`src/rtl/score_tracker_pkg.sv`:
```
// Shared game-state encodings and BCD score limits for score_tracker and score consumers.
package score_tracker_pkg;

  typedef enum logic [1:0] {
    ST_IDLE = 2'd0,
    ST_PLAY = 2'd1,
    ST_DIE  = 2'd2,
    ST_OVER = 2'd3
  } game_state_t;

  localparam logic [3:0] MAX_DIGIT = 4'd9;
  localparam logic [6:0] MAX_SCORE = 7'd99;

  function automatic logic [6:0] bcd_value(input logic [3:0] tens, input logic [3:0] ones);
    return 7'(tens) * 7'd10 + 7'(ones);
  endfunction

endpackage

```
`src/rtl/score_tracker_bcd_counter2.sv`:
```
// Two-digit BCD counter that saturates at 99; clear takes priority over inc.
module bcd_counter2
  import score_tracker_pkg::*;
(
  input  logic       clk,
  input  logic       rst,
  input  logic       clear,
  input  logic       inc,
  output logic       sat,
  output logic [3:0] ones,
  output logic [3:0] tens
);

  logic [3:0] r_ones;
  logic [3:0] r_tens;
  logic       w_sat;

  assign w_sat = (bcd_value(r_tens, r_ones) == MAX_SCORE);

  always_ff @(posedge clk) begin
    if (rst || clear) begin
      r_ones <= '0;
      r_tens <= '0;
    end else if (inc && !w_sat) begin
      if (r_ones == MAX_DIGIT) begin
        r_ones <= '0;
        r_tens <= r_tens + 4'd1;
      end else begin
        r_ones <= r_ones + 4'd1;
      end
    end
  end

  assign sat  = w_sat;
  assign ones = r_ones;
  assign tens = r_tens;

endmodule

```
`src/rtl/score_tracker.sv`:
```
// Game run FSM (IDLE/PLAY/DIE/OVER) with post-run start lockout and BCD score.
module score_tracker
  import score_tracker_pkg::*;
#(
  parameter int unsigned LOCKOUT_CYC = 16
) (
  input  logic       clk,
  input  logic       rst,
  input  logic       start,
  input  logic       point,
  input  logic       hit,
  output logic [3:0] score_0,
  output logic [3:0] score_1,
  output logic       slime_die,
  output logic [1:0] game_state
);

  game_state_t r_state;
  logic [7:0]  r_lock;
  logic        r_die;
  logic        w_accept;
  logic        w_inc;
  logic        w_sat;

  assign w_accept = start && ((r_state == ST_IDLE) || ((r_state == ST_OVER) && (r_lock == '0)));
  assign w_inc    = (r_state == ST_PLAY) && point && !w_sat;

  // A point arriving with hit is still counted: the counter and FSM update on the same edge.
  always_ff @(posedge clk) begin
    if (rst) begin
      r_state <= ST_IDLE;
      r_lock  <= '0;
      r_die   <= 1'b0;
    end else begin
      r_die <= 1'b0;
      case (r_state)
        ST_IDLE: if (start) r_state <= ST_PLAY;
        ST_PLAY: begin
          if (hit) begin
            r_state <= ST_DIE;
            r_die   <= 1'b1;
          end
        end
        ST_DIE: begin
          r_state <= ST_OVER;
          r_lock  <= 8'(LOCKOUT_CYC);
        end
        ST_OVER: begin
          if (r_lock != '0) r_lock <= r_lock - 8'd1;
          else if (start)   r_state <= ST_PLAY;
        end
        default: r_state <= ST_IDLE;
      endcase
    end
  end

  bcd_counter2 u_score (
    .clk   (clk),
    .rst   (rst),
    .clear (w_accept),
    .inc   (w_inc),
    .sat   (w_sat),
    .ones  (score_0),
    .tens  (score_1)
  );

  assign slime_die  = r_die;
  assign game_state = r_state;

endmodule

```
`config.mk`:
```
export PLATFORM = sky130hd
export DESIGN_NAME = score_tracker
export DESIGN_NICKNAME = d
export VERILOG_FILES = /design/src/rtl/score_tracker_pkg.sv /design/src/rtl/score_tracker_bcd_counter2.sv /design/src/rtl/score_tracker.sv
export SDC_FILE = /design/constraint.sdc
export NUM_CORES = 1
export LEC_CHECK = 0
export BUFFER_PORTS_ARGS = -buffer_cell sky130_fd_sc_hd__buf_4
export CAP_MARGIN = 0
export CORE_ASPECT_RATIO = 1.2
export CORE_UTILIZATION = 45
export CTS_CLUSTER_DIAMETER = 50
export DETAILED_ROUTE_END_ITERATION = 12
export SLEW_MARGIN = 10
export SYNTH_ARGS = -nofsm -noshare
export SYNTH_HDL_FRONTEND = slang
export SYNTH_SLANG_ARGS = --single-unit
```
`constraint.sdc`:
```
create_clock -name clk -period 2.74 [get_ports clk]
set_input_delay 0.411 -clock clk [delete_from_list [all_inputs] [get_ports clk]]
set_output_delay 0.411 -clock clk [all_outputs]
set_load 0.01 [all_outputs]
```
==> flow_summary.yaml, run 1 <==
drt:
  ant_nets: 0
  drtIter0Drc: 7
  wirelength_mm: 2.47
  wire_per_inst_um: 13.2
  dr.pass1.iters: 3
  vias: 1015
  drc: 0
  viasPerCell: 5.43
placement:
  placed_cells: 183
  dpl_cell_area_sq_um: 1360
  gp_congestion: 0.770
  port_buffers: 15
  dp_hpwl_mm: 1.90
power:
  p_sw_share_pct: 40.1
  power_frac_comb_pct: 40.3
  seq_power_share_pct: 43.8
  power_density_nw_per_um2: 667
  net-switching-power_mw: 0.370
  p_int_mw: 0.554
  peakVddDrop_mv: 0.325
  p_leak_nw: 0.572
  p_clk_share_pct: 15.9
die:
  die_height_um: 58.6
  core_sq_um: 2530
  row_count: 20
  die-area_sq_um: 2880
  start_util_pct: 47.5
  die_w_um: 49.2
  boundaryPins: 16
logic_synthesis:
  syn_inst: 137
  syn_avg_cell_area_sq_um: 8.77
  synth_seq_area_share_pct: 31.7
  yosys.cell_types.count: 33
  syn_nets: 157
  yosys_register_bits: 19
  yosysWarningCount: 0
  syn-cell-area_sq_um: 1200
sta:
  min_period_ps: 2590
  holdWs_ps: 343
  fin_tns_setup_ps: 0
  finalClockSkew_ps: 9.14
  maxSlewHeadroom_pct: 54.3
  period_share_pct: 94.4
  grt_setup_unrepaired: "no"
  worst_pin_slew_ps: 676
  setup_violations: 0
  fmax_mhz: 387
  final-hold-violation-count: 0
  drv_slew: 0
cts:
  post-cts-setup-buffers: 0
  clockBufferDepth: 2
  clk_pin_slew_ps: 120
  cts_root_buf: "clkbuf_4"
  htreeDepth: 1
  clk_latency_ps: 300
  cts_made_buffers: 3
  cts_sinks: 19
  cts_tree: "done"
worst_setup_path:
  endpoint_kind: "register"
  reg2reg_slack_ps: 150
  path_max_fanout: 15
  start_kind: "register"
  critPathArrivalTime_ps: 2820
  crit_required_ps: 2970
  worstSetupPathType: "register to register"
outcome:
  status: "finished, final reports clean"
finish:
  fillCellCount: 249
  area_delta_synth_final_pct: 15.3
  fin_nets: 175
  layout_commonest_cell: "dfxtp_1"
  antenna_cells: 0
  fin_cells: 187
  mostFrequentLayoutCells: "dfxtp_1 (18), buf_4 (17), nor2_1 (15), a21oi_1 (15), ha_1 (13)"
  final_area_sq_um: 1390
  drive_gt1_share_pct: 20.1
grt:
  grt_overflow_total: 0
  grt_max_degree: 16
  grt_antenna_before_repair: 0
  grt.total_usage_pct: 19.1
  grt_first_pass_wirelength_mm: 4.22
  grt_pass1_vias: 1030
min_path:
  min_path_type: "primary input to register"
run:
  maxCapViolations: 0
## worst paths after layout
path | startpoint | to | cells after the start
worst min-delay path | rst | r_lock[0]$_SDFFE_PP0P_ | 2
worst min register to register | u_score.tens[3]$_SDFFE_PP0P_ | u_score.tens[3]$_SDFFE_PP0P_ | 2
worst max register to register | u_score.tens[3]$_SDFFE_PP0P_ | u_score.ones[1]$_SDFFE_PP0P_ | 7
worst max-delay path | u_score.tens[3]$_SDFFE_PP0P_ | u_score.ones[1]$_SDFFE_PP0P_ | 7
## cells in the mapped netlist (all sizes together)
master / count / area [sq um]
nand2: 4 / 15.0
o21a: 2 / 15.0
nor4b: 1 / 8.76
o21ai: 7 / 35.0
nand2b: 4 / 25.0
inv: 8 / 30.0
a21oi: 15 / 75.1
nor2: 15 / 56.3
a21o: 1 / 7.51
clkbuf: 4 / 15.0
and3b: 1 / 8.76
ha: 13 / 163
o31ai: 2 / 15.0
a211oi: 1 / 12.5
nand4: 3 / 18.8
and4b: 1 / 10.0
xor2: 4 / 35.0
or3: 3 / 18.8
nor4: 1 / 6.26
o311a: 1 / 11.3
nor3: 4 / 20.0
dfxtp: 19 / 380
or4b: 2 / 23.8
mux2i: 1 / 10.0
a31o: 2 / 17.5
xnor2: 3 / 26.3
or4: 3 / 22.5
fa: 2 / 40.0
o41ai: 1 / 27.5
a31oi: 2 / 12.5
nand3: 6 / 30.0
or3b: 1 / 8.76
## metrics by stage
stage	util, %	setup slack [ps]	power (mW)
after floorplan	-	204	0.688
after detailed placement	53.6	73.3	0.785
after global routing	54.8	67.8	0.999
after global placement	53.6	156	0.776
final	54.8	155	0.924
after CTS	54.7	47.0	0.936
## registers in the layout, summed over array words and instances (netlist names)
register      count
slime_die         1
game_state        2
u_score.tens      4
u_score.ones      4
r_lock            8
## critical path, stage by stage, from the launching register on
cell,delay [ps]
dfxtp_2,360
ha_1,270
ha_1,210
fa_1,440
and4b_1,190
o21a_2,290
or4b_2,610
a21oi_1,130
## what timing repair did
action | 4_1_cts | 5_1_grt
setup endpoints to repair | 0 | 3
hold buffers | 0 | 0
resized for setup | 0 | 2
## layer usage
layer / share of wire (%) / global-route usage, % / vias up
li1: - / - / 528
met1: 45 / 20.7 / 469
met2: 51 / 35.4 / 12
met3: 1.9 / 2.33 / 6
met4: 2.2 / 11.3 / 0
met5: 0 / 0 / -
## power groups by stage
stage	clock, mW	combinational (mW)	sequential, mW
after detailed placement	0	0.373	0.412
final	0.147	0.372	0.405
after global placement	0	0.368	0.407
after floorplan	0	0.286	0.402
after global routing	0.166	0.416	0.417
after CTS	0.156	0.375	0.405
## layout make-up
type / count / area (sq um) / area share, %
multi-input cells: 106 / 777 / 56.1
flip-flops and latches: 19 / 382 / 27.6
repair buffers: 17 / 128 / 9.21
well taps: 33 / 41.3 / 2.98
inverters: 8 / 30.0 / 2.17
clock buffers: 3 / 22.5 / 1.63
clock inverters: 1 / 5.00 / 0.361
## cells by family (layout without fill, tap and decap cells)
| group | Yosys count | count (layout) | synth area share, % |
|---|---|---|---|
| XOR/XNOR | 7 | 7 | 5.10 |
| flip-flops | 19 | 19 | 31.7 |
| multiplexers | 1 | 1 | 0.833 |
| AO/OA/AOI/OAI | 34 | 34 | 19.1 |
| adder cells (fa/ha/maj) | 15 | 15 | 16.9 |
| buffers and inverters | 12 | 29 | 3.75 |
| AND/OR/NAND/NOR | 49 | 49 | 22.7 |
No activity file was read; power rests on OpenSTA's default activity.
==> inputs of run 2 (changes only) <==
--- a/config.mk
+++ b/config.mk
@@ -8,9 +8,11 @@
 export BUFFER_PORTS_ARGS = -buffer_cell sky130_fd_sc_hd__buf_4
 export CAP_MARGIN = 0
 export CORE_ASPECT_RATIO = 1.2
+export CORE_MARGIN = 8
 export CORE_UTILIZATION = 45
 export CTS_CLUSTER_DIAMETER = 50
 export DETAILED_ROUTE_END_ITERATION = 12
+export RECOVER_POWER = 25
 export SLEW_MARGIN = 10
 export SYNTH_ARGS = -nofsm -noshare
 export SYNTH_HDL_FRONTEND = slang
==> run 2 against run 1 <==
First-iteration DRC count rose to 3.1 times the previous value. Sequential cell count is the same. Combinational power decreased by 4%. Sequential share of layout area grew 0.53 points. Routed wire length up 0.93%. Non-clock buffer count is 1 lower. Critical path depth stayed put. Cell count decreased by 0.53%. Critical endpoint unchanged. Power shrank 2.0%. Register-to-register slack about the same. Via count is essentially flat.
==> flow_summary.yaml, run 2 (synthesized netlist as in run 1, its figures left out) <==
sta:
  maxSlewHeadroom_pct: 55.7
  grt_setup_unrepaired: "no"
  finalClockSkew_ps: 2.39
  drv_slew: 0
  fin_tns_setup_ps: 0
  period_share_pct: 93.9
  final-hold-violation-count: 0
  min_period_ps: 2570
  fmax_mhz: 389
  holdWs_ps: 335
  setup_violations: 0
  worst_pin_slew_ps: 655
drt:
  drc: 0
  ant_nets: 0
  dr.pass1.iters: 4
  wirelength_mm: 2.49
  viasPerCell: 5.45
  vias: 1014
  wire_per_inst_um: 13.4
  drtIter0Drc: 22
cts:
  clk_latency_ps: 290
  clk_pin_slew_ps: 110
  cts_sinks: 19
  htreeDepth: 1
  clockBufferDepth: 2
  cts_tree: "done"
  cts_made_buffers: 3
  cts_root_buf: "clkbuf_4"
  ctsHoldBuffers: 0
placement:
  port_buffers: 15
  dp_hpwl_mm: 1.94
  gp_congestion: 0.776
run:
  maxCapViolations: 0
finish:
  layout_commonest_cell: "dfxtp_1"
  area_delta_synth_final_pct: 13.1
  multi_input_area_sq_um: 777
  fillCellCount: 256
  mostFrequentLayoutCells: "dfxtp_1 (18), nor2_1 (15), a21oi_1 (15), ha_1 (13), buf_4 (11)"
  regMostFlops: "r_lock"
  largest_reg_flops: 8
  drive_gt1_share_pct: 16.3
  antenna_cells: 0
  seqCellArea_sq_um: 382
  fin_nets: 174
die:
  die_height_um: 72.6
  die_w_um: 63.2
  row_count: 20
  core_sq_um: 2530
  boundaryPins: 16
  die-area_sq_um: 4590
  start_util_pct: 47.5
worst_setup_path:
  endpoint_kind: "register"
  start_kind: "register"
  path_max_fanout: 15
  critPathArrivalTime_ps: 2810
  worstSetupPathType: "register to register"
  crit_required_ps: 2970
grt:
  grt_first_pass_wirelength_mm: 4.45
  grt_antenna_before_repair: 0
  grt_pass1_vias: 1039
  grt_max_degree: 16
  grt_overflow_total: 0
  grt.total_usage_pct: 11.7
min_path:
  min_path_type: "primary input to register"
power:
  seq_power_share_pct: 44.6
  p_sw_share_pct: 40.3
  peakVddDrop_mv: 0.289
  power_frac_comb_pct: 39.6
  p_int_mw: 0.541
  net-switching-power_mw: 0.365
  p_clk_share_pct: 15.8
  power_density_nw_per_um2: 666
  p_leak_nw: 0.546
  p_total_mw: 0.906
outcome:
  status: "finished, final reports clean"
[run 2: changes by cell type in the layout (fill, tap and decap cells not counted)]
cell      change
buf_4         -6
clkbuf_1      +5
[run 2: power groups by stage]
stage | Sequential (mW) | Clock (mW) | Combinational, mW
6_report | 0.404 | 0.143 | 0.358
3_5_place_dp | 0.411 | 0 | 0.371
5_1_grt | 0.417 | 0.158 | 0.412
3_3_place_gp | 0.409 | 0 | 0.370
2_1_floorplan | 0.402 | 0 | 0.286
4_1_cts | 0.405 | 0.152 | 0.374
[run 2: path summary, 6_finish.rpt]
path                                                    from                           end  slack [ps]  cells after the start
worst max-delay path            u_score.tens[3]$_SDFFE_PP0P_  u_score.ones[1]$_SDFFE_PP0P_         170                      7
worst min-delay path                                     rst    game_state[0]$_SDFFE_PP0P_         330                      2
worst max register to register  u_score.tens[3]$_SDFFE_PP0P_  u_score.ones[1]$_SDFFE_PP0P_         170                      7
worst min register to register  u_score.tens[3]$_SDFFE_PP0P_  u_score.tens[3]$_SDFFE_PP0P_         520                      2
[run 2: repair_timing]
| action | CTS | global route |
|---|---|---|
| endpoints found under the setup margin | 0 | 4 |
| resized for setup | 0 | 2 |
| buffers inserted | 0 | 0 |
[run 2: metrics by stage]
step | cells | cell area (sq um) | util (%) | setup WS [ps]
floorplan | 137 | 1200 | - | 204
global placement | 182 | 1350 | 53.3 | 151
detailed placement | 182 | 1350 | 53.3 | 63.5
CTS | 186 | 1380 | 54.4 | 42.7
global route | 186 | 1360 | 53.8 | 37.5
finish | 186 | 1360 | 53.8 | 168
[run 2: cell type report]
type                            instances  area share [%]
Multi-Input combinational cell        106            57.2
Tap cell                               33            3.04
Timing Repair Buffer                   16            7.46
Sequential cell                        19            28.1
Inverter                                8            2.21
Clock buffer                            3            1.66
Clock inverter                          1           0.368
[run 2: routing by layer]
metal	GRT usage (%)	wire (um)	vias up
li1	-	-	527
met1	12.6	1090	478
met5	0	0	-
met4	6.85	36	0
met3	1.69	52	2
met2	21.4	1310	7
[run 2: worst max-delay path, stage by stage (launching register included)]
cell and delay (ps):
dfxtp_2 360, ha_1 280, ha_1 210, fa_1 440, and4b_1 180, o21a_2 300, or4b_2 620, a21oi_1 130
